`config.mk`:
```
export PLATFORM = sky130hd
export DESIGN_NAME = sensor_conditioner
export DESIGN_NICKNAME = d
export VERILOG_FILES = /design/src/rtl/sensor_pkg.sv /design/src/rtl/debounce_channel.sv /design/src/rtl/sensor_conditioner.sv
export SDC_FILE = /design/constraint.sdc
export NUM_CORES = 1
export LEC_CHECK = 0
export CORE_AREA = 2 2 108 84
export DETAILED_ROUTE_END_ITERATION = 7
export DIE_AREA = 0 0 110 86
export PLACE_DENSITY = 0.73
export SKIP_LAST_GASP = 1
export SLEW_MARGIN = 15
export SYNTH_ARGS = -nofsm -noshare
export SYNTH_HDL_FRONTEND = slang
export SYNTH_HIERARCHICAL = 1
export SYNTH_SLANG_ARGS = --single-unit
```
`constraint.sdc`:
```
create_clock -name clock_50MHz -period 1.8 [get_ports clock_50MHz]
set_input_delay 0.36 -clock clock_50MHz [delete_from_list [all_inputs] [get_ports clock_50MHz]]
set_output_delay 0.36 -clock clock_50MHz [all_outputs]
set_load 0.02 [all_outputs]
```
`src/rtl/sensor_pkg.sv`:
```
// Shared button FSM state type and default debounce length for the sensor conditioner.
package sensor_pkg;
  localparam int DEBOUNCE_CYCLES_DEFAULT = 500000;  // 10 ms at 50 MHz

  typedef enum logic [1:0] {
    RELEASED    = 2'd0,
    PRESS_DEB   = 2'd1,
    HELD        = 2'd2,
    RELEASE_DEB = 2'd3
  } btn_state_t;
endpackage

```
`src/rtl/debounce_channel.sv`:
```
// One asynchronous level input: 2-flop sync, then DEBOUNCE_CYCLES stable cycles before the level follows.
// Latency 2 + DEBOUNCE_CYCLES edges from a clean raw step; no backpressure, always accepts.
module debounce_channel
  import sensor_pkg::*;
#(
  parameter int DEBOUNCE_CYCLES = DEBOUNCE_CYCLES_DEFAULT
) (
  input  logic clk,
  input  logic rst_n,
  input  logic raw,
  output logic level
);
  localparam int CW = $clog2(DEBOUNCE_CYCLES + 1);
  localparam logic [CW-1:0] CNT_LAST = CW'(DEBOUNCE_CYCLES - 1);

  logic [1:0]    sync;
  logic [CW-1:0] cnt;

  always_ff @(posedge clk or negedge rst_n) begin
    if (!rst_n) begin
      sync  <= 2'b00;
      cnt   <= '0;
      level <= 1'b0;
    end else begin
      sync <= {sync[0], raw};
      // Any cycle that agrees with the current level restarts the stability count.
      if (sync[1] == level) begin
        cnt <= '0;
      end else if (cnt == CNT_LAST) begin
        level <= ~level;
        cnt   <= '0;
      end else begin
        cnt <= cnt + CW'(1);
      end
    end
  end
endmodule

```
`src/rtl/sensor_conditioner.sv`:
```
// Debounces three sensor levels and turns the push-button into a one-cycle press pulse; no backpressure.
// Levels and press pulse lag raw by 2 + DEBOUNCE_CYCLES edges; SENSOR_EVENT_EN enables the sensor_event pulse.
module sensor_conditioner
  import sensor_pkg::*;
#(
  parameter int DEBOUNCE_CYCLES   = DEBOUNCE_CYCLES_DEFAULT,
  parameter int BUTTON_ACTIVE_LOW = 1
) (
  input  logic clock_50MHz,
  input  logic reset_n,
  input  logic air_umidity_raw,
  input  logic soil_umidity_raw,
  input  logic temperature_raw,
  input  logic button_raw,
  output logic air_umidity,
  output logic soil_umidity,
  output logic temperature,
  output logic button,
  output logic sensor_event
);
  localparam int CW = $clog2(DEBOUNCE_CYCLES + 1);
  localparam logic [CW-1:0] CNT_LAST = CW'(DEBOUNCE_CYCLES - 1);
  localparam logic BTN_IDLE = (BUTTON_ACTIVE_LOW != 0) ? 1'b1 : 1'b0;

  debounce_channel #(.DEBOUNCE_CYCLES(DEBOUNCE_CYCLES)) u_air (
    .clk(clock_50MHz), .rst_n(reset_n), .raw(air_umidity_raw), .level(air_umidity)
  );
  debounce_channel #(.DEBOUNCE_CYCLES(DEBOUNCE_CYCLES)) u_soil (
    .clk(clock_50MHz), .rst_n(reset_n), .raw(soil_umidity_raw), .level(soil_umidity)
  );
  debounce_channel #(.DEBOUNCE_CYCLES(DEBOUNCE_CYCLES)) u_temp (
    .clk(clock_50MHz), .rst_n(reset_n), .raw(temperature_raw), .level(temperature)
  );

  logic [1:0]    btn_sync;
  logic          pressed;
  btn_state_t    btn_state;
  logic [CW-1:0] btn_cnt;

  assign pressed = btn_sync[1] ^ BTN_IDLE;

  // Entering a debounce state already counts the first qualifying cycle, so
  // the press pulse lands exactly DEBOUNCE_CYCLES edges after the sync output.
  always_ff @(posedge clock_50MHz or negedge reset_n) begin
    if (!reset_n) begin
      btn_sync  <= {2{BTN_IDLE}};
      btn_state <= RELEASED;
      btn_cnt   <= '0;
      button    <= 1'b0;
    end else begin
      btn_sync <= {btn_sync[0], button_raw};
      button   <= 1'b0;
      case (btn_state)
        RELEASED: begin
          if (pressed) begin
            if (CNT_LAST == '0) begin
              btn_state <= HELD;
              button    <= 1'b1;
            end else begin
              btn_state <= PRESS_DEB;
              btn_cnt   <= CW'(1);
            end
          end
        end
        PRESS_DEB: begin
          if (!pressed) begin
            btn_state <= RELEASED;
            btn_cnt   <= '0;
          end else if (btn_cnt == CNT_LAST) begin
            btn_state <= HELD;
            btn_cnt   <= '0;
            button    <= 1'b1;
          end else begin
            btn_cnt <= btn_cnt + CW'(1);
          end
        end
        HELD: begin
          if (!pressed) begin
            if (CNT_LAST == '0) begin
              btn_state <= RELEASED;
            end else begin
              btn_state <= RELEASE_DEB;
              btn_cnt   <= CW'(1);
            end
          end
        end
        RELEASE_DEB: begin
          if (pressed) begin
            btn_state <= HELD;
            btn_cnt   <= '0;
          end else if (btn_cnt == CNT_LAST) begin
            btn_state <= RELEASED;
            btn_cnt   <= '0;
          end else begin
            btn_cnt <= btn_cnt + CW'(1);
          end
        end
        default: begin
          btn_state <= RELEASED;
          btn_cnt   <= '0;
        end
      endcase
    end
  end

`ifdef SENSOR_EVENT_EN
  logic [2:0] lvl_q;

  always_ff @(posedge clock_50MHz or negedge reset_n) begin
    if (!reset_n) begin
      lvl_q <= 3'b000;
    end else begin
      lvl_q <= {air_umidity, soil_umidity, temperature};
    end
  end

  // High in the very cycle any debounced level differs from its previous value.
  assign sensor_event = |(lvl_q ^ {air_umidity, soil_umidity, temperature});
`else
  assign sensor_event = 1'b0;
`endif
endmodule

```
Word-level counts from Yosys, hierarchy flattened

Cells that the tools add are included.

Mux-type cells: 22
Eq/ne operators: 14
Add/sub/neg operators: 4
Bitwise gates (word level): 6
Reduce and logical (&&, ||, !) cells: 6

Operators by type and width:

| kind                                                 | count |
|---|---|
| 2-to-1 mux 19 bit                                    | 11 |
| adder 19 x 1 -> 19 bit (second input constant)       | 4 |
| equality test 19 bit (second input constant)         | 4 |
| case mux 19 bit (4 select lines)                     | 1 |
| 2-to-1 mux 2 bit                                     | 6 |
| case mux 2 bit (4 select lines)                      | 1 |
| AND reduction 2 bit                                  | 4 |
| inequality test 3 bit (second input constant)        | 2 |
| inverter 1 bit                                       | 6 |
| equality test 2 bit (second input constant)          | 2 |
| inequality test 2 bit (second input constant)        | 2 |
| AND reduction 4 bit                                  | 1 |
| equality test 1 bit                                  | 3 |
| 2-to-1 mux 1 bit                                     | 3 |
| equality test 2 x 1 -> 1 bit (second input constant) | 1 |
| zero test 2 bit                                      | 1 |

Register bits after elaboration: 90
Output and inout port bits: 5
Bits of input ports: 6

Longest topological paths before layout

Depth after elaboration: 4
Depth in mapped cells: 7
Gate-level depth less buffers: 6

Cells and area by module

Netlist, hierarchy kept.

By module, submodules not included:

| module                        | area an instance (um^2) | sequential area each (um^2) | instances | cells an instance |
|---|---|---|---|---|
| debounce_channel at u_air ... | 1079.8                  | 550.5                       | 2         | 105 |
| sensor_conditioner            | 1336.3                  | 603.1                       | 1         | 132 |
| debounce_channel at u_soil    | 1073.5                  | 550.5                       | 1         | 105 |

Worst setup path before layout

OpenSTA, ideal clock, no wires.

Path kind: flip-flop to flip-flop
Start point: reg u_air.cnt[0]
End point: reg u_air.cnt[16]
Data arrival time: 1.791 ns
Stages on the path, launching flop included: 6
Slack: -0.069 ns
Cells stage by stage: dfrtp_1 > ha_1 > nand4_4 > or4_4 > or3_1 > a21oi_1

Word-level cells in the longest chain between the ends: 3

RTL lines:

| what                                                                  | RTL line                                       | text |
|---|---|---|
| start, declared                                                       | debounce_channel.sv:17                         | `logic [CW-1:0] cnt;` |
| start signal, assigned                                                | debounce_channel.sv:33                         | `cnt <= cnt + CW'(1);` |
| adder 19 x 1 -> 19 bit / equality test 19 bit (equally long branches) | debounce_channel.sv:33, debounce_channel.sv:29 |  |
| 2-to-1 mux 19 bit *                                                   | debounce_channel.sv:29                         | `end else if (cnt == CNT_LAST) begin` |
| 2-to-1 mux 19 bit *                                                   | debounce_channel.sv:27                         | `if (sync[1] == level) begin` |

Mark *: on every way between the ends. The rest lies on a longest branch, timed or not.
A chain may end at the register's enable or synchronous reset.

Final worst setup path

Start point: reg u_temp.cnt[9]
End point: reg u_temp.cnt[5]

Word-level cells in the longest chain between the ends: 3

RTL lines:

| what                   | RTL line |
|---|---|
| start, declared        | debounce_channel.sv:17 |
| start signal, assigned | debounce_channel.sv:33 |
| equality test 19 bit   | debounce_channel.sv:29 |
| 2-to-1 mux 19 bit      | debounce_channel.sv:29 |
| 2-to-1 mux 19 bit      | debounce_channel.sv:27 |

No other way between the ends.

==> run_results.csv <==
group,metric,value,unit
outcome,status,"finished, violations left",
outcome,violations,"setup timing",
clock_network,worstSkewPairLatency,360,ps
worst_setup_path,endpoint_kind,"flop",
floorplanning,std_cell_rows,29,
routing,wirelength,9319,microns
placed_design,dp_cells,601,
worst_setup_path,start_kind,"flop",
routing,postRouteAntennaNets,0,
grt,grt_max_degree,50,
floorplanning,die-area,9460,sq um
synth,synth_warnings,6,
floorplanning,die_h,86,microns
sta,slew_violations,0,
synth,synth-edff-count,0,
final_layout,fillers,670,
synth,synth.distinct_cells,54,
job,cap_violations,0,
clock_network,cts_sinks,90,
sta,holdWs,355.0,ps
worst_setup_path,ff2ff_path_depth,6,
synth,avgSynthCellArea,10.22,sq um
worst_setup_path,cp_max_fo,9,
clock_network,cts_buffer_depth,2,
clock_network,clkTransAtPathRegs,80,ps
grt,grt_usage,21.36,%
worst_hold_path,min_path_type,"flop to flop",
synth,syn_area,4569,sq um
clock_network,cts-root-buf,"clkbuf_8",
sta,worst_slack,-10.64,ps
grt,grt_pass1_wl,16030,microns
clock_network,cts_tree,"done",
floorplanning,ioPinCount,11,
grt,grt_pass1_vias,3435,
sta,period_share,100.6,%
placed_design,routabilityCongestion,0.8390,
placed_design,port_buffers,9,
final_layout,drive_above_1_share,22.29,%
routing,drc,0,
synth,synth_fp_nets,457,
power_and_ir_drop,power_per_cell_area,806.5,nW/um^2
sta,grt_setup_unrepaired,"yes",
final_layout,seq_area,2255,sq um
routing,wire_per_inst,14.93,microns
worst_setup_path,path_class,"flop to flop",
routing,first_pass_iters,4,
sta,setup_viol,11,
sta,clock.fmax,552.3,MHz
final_layout,diodes,0,
floorplanning,coreArea,8309,sq um
synth,syn_inst,447,
worst_hold_path,min_delay_path_depth,0,
sta,layout_min_cycle_time,1811,ps
grt,grt_overflow_total,0,
power_and_ir_drop,irDropWorstVdd,806.7,uV
final_layout,design_area,5488,sq um
sta,skew,5.413,ps
sta,hold_viol_final,0,
synth,ys_seq_area_share,49.34,%
placed_design,dp_hpwl,6261,microns
power_and_ir_drop,finalPower,4.426,mW
worst_setup_path,required,2050,ps
routing,viasPerCell,5.556,
routing,vias,3467,
synth,ys.flop_type,"dfrtp_1",
floorplanning,start_util,54.99,%
power_and_ir_drop,p_leak,2.316,nW
clock_network,cts_buffers,9,
placed_design,place_area,5119,sq um
floorplanning,die_w,110,microns
synth,synth-seq-cells,90,
routing,drt_iter0_markers,155,
clock_network,htreeDepth,3,
final_layout,nets,521,
worst_setup_path,crit_arrival,2060,ps
final_layout,areaGrowthSynthToFinish,20.10,%
synth,async_reset_ff_share,100.0,%
final_layout,finalNonFillerCells,624,
grt,antenna_found_initial,0,
final_layout,multi_input_area,2300,sq um
layout make-up:
type	instances	share of cell area, %
multi-input cells	327	41.91
clock inverters	2	0.6384
inverters	20	1.619
repair buffers	63	9.325
well taps	108	2.462
flip-flops and latches	90	41.09
clock buffers	14	2.964
kinds of logic after synthesis:
kind of cell | Yosys count | synth area share (%)
mux | 7 | 1.616
fa+ha+maj | 4 | 1.095
xor+xnor | 45 | 8.790
other cells | 1 | 0.08207
flops | 90 | 49.34
compound gates | 64 | 10.05
buf+inv | 32 | 3.669
simple gates | 204 | 25.36
synth_stat cells (6+ instances only):
cell type	instances	area share, %
xor2_1	10	1.9
nor3_1	11	1.2
nor2_1	56	4.6
dfrtp_1	88	48
nand3_1	30	3.3
inv_1	19	1.6
o21ai_1	8	0.88
a31oi_1	8	1.1
or3_1	11	1.5
xnor2_1	34	6.5
buf_2	6	0.66
o21ai_0	8	0.88
nor4_1	18	2.5
nand2_1	25	2.1
nand4_1	16	2.2
a21oi_1	20	2.2
timing repair:
item / CTS / global route
pin swaps: 0 / 10
endpoints found under the hold margin: 20 / 0
setup endpoints to repair: 13 / 57
gates cloned: 1 / 1
resized for setup: 3 / 16
buffers inserted: 2 / 2
hold buffers: 1 / 0
flip-flops by register name, indices dropped and copies added, names as in the netlist, named ones only:
register and count:
btn_sync 2, btn_state 1, u_air/sync 2, u_soil/sync 2, u_temp/sync 2, button 1, u_temp/cnt 19, u_soil/level 1
u_air/level 1, u_soil/cnt 19, btn_cnt 19, u_temp/level 1, u_air/cnt 19
metrics by stage:
step	TNS (ps)	setup WS, ps	utilization [%]
global placement	-20.53	-13.77	61.60
finish	-55.80	-10.64	66.04
floorplan	0	25.41	-
detailed placement	-246.3	-71.58	61.60
CTS	-15.51	-15.51	64.55
global route	-2231	-135.5	66.04
worst paths after layout:
path                          startpoint  slack [ps]              to
max in group asynchronous        reset_n         780     btn_sync[0]
hold reg to reg            u_air/sync[0]         360   u_air/sync[1]
min in group asynchronous        reset_n         420  u_temp/cnt[16]
setup / recovery           u_temp/cnt[9]         -10   u_temp/cnt[5]
setup reg to reg           u_temp/cnt[9]         -10   u_temp/cnt[5]
hold / removal             u_air/sync[0]         360   u_air/sync[1]
metal layers:
metal  vias up  GRT usage (%)  wire length (microns)
met5         -              0                      0
met4         0          5.524                     58
met3         6          4.787                    279
met2        52          32.35                   4384
met1      1683          31.10                   4596
li1       1726              -                      -
cells in the final DEF (no fill, tap or decap), types with 4 or more instances in the layout:
cell type	n
clkdlybuf4s50_1	8
nand3_1	29
mux2i_1	4
nand4_1	16
a21oi_1	19
dfrtp_1	88
o21ai_0	8
xnor2_1	34
a31oi_1	8
o21ai_1	8
nand2_1	25
and3_1	4
nor3_1	11
inv_1	19
nor4_1	12
and2_1	4
buf_4	52
xor2_1	10
nor2_1	56
or3_1	9
nor4_2	5
clkbuf_8	11
worst max-delay path: stages (launching register included):
cell	delay, ps
dfrtp_1	400
nor4_2	270
nand4_1	210
buf_4	210
o41ai_4	340
buf_4	220
nor2_1	60
power by group:
group | leakage (nW) | total, mW | internal [mW] | switching (mW)
logic | 0.993 | 0.833 | 0.322 | 0.511
clock network | 0.101 | 1.40 | 0.719 | 0.683
registers | 1.22 | 2.19 | 2.09 | 0.0978
No activity file was read; power rests on OpenSTA's default activity.
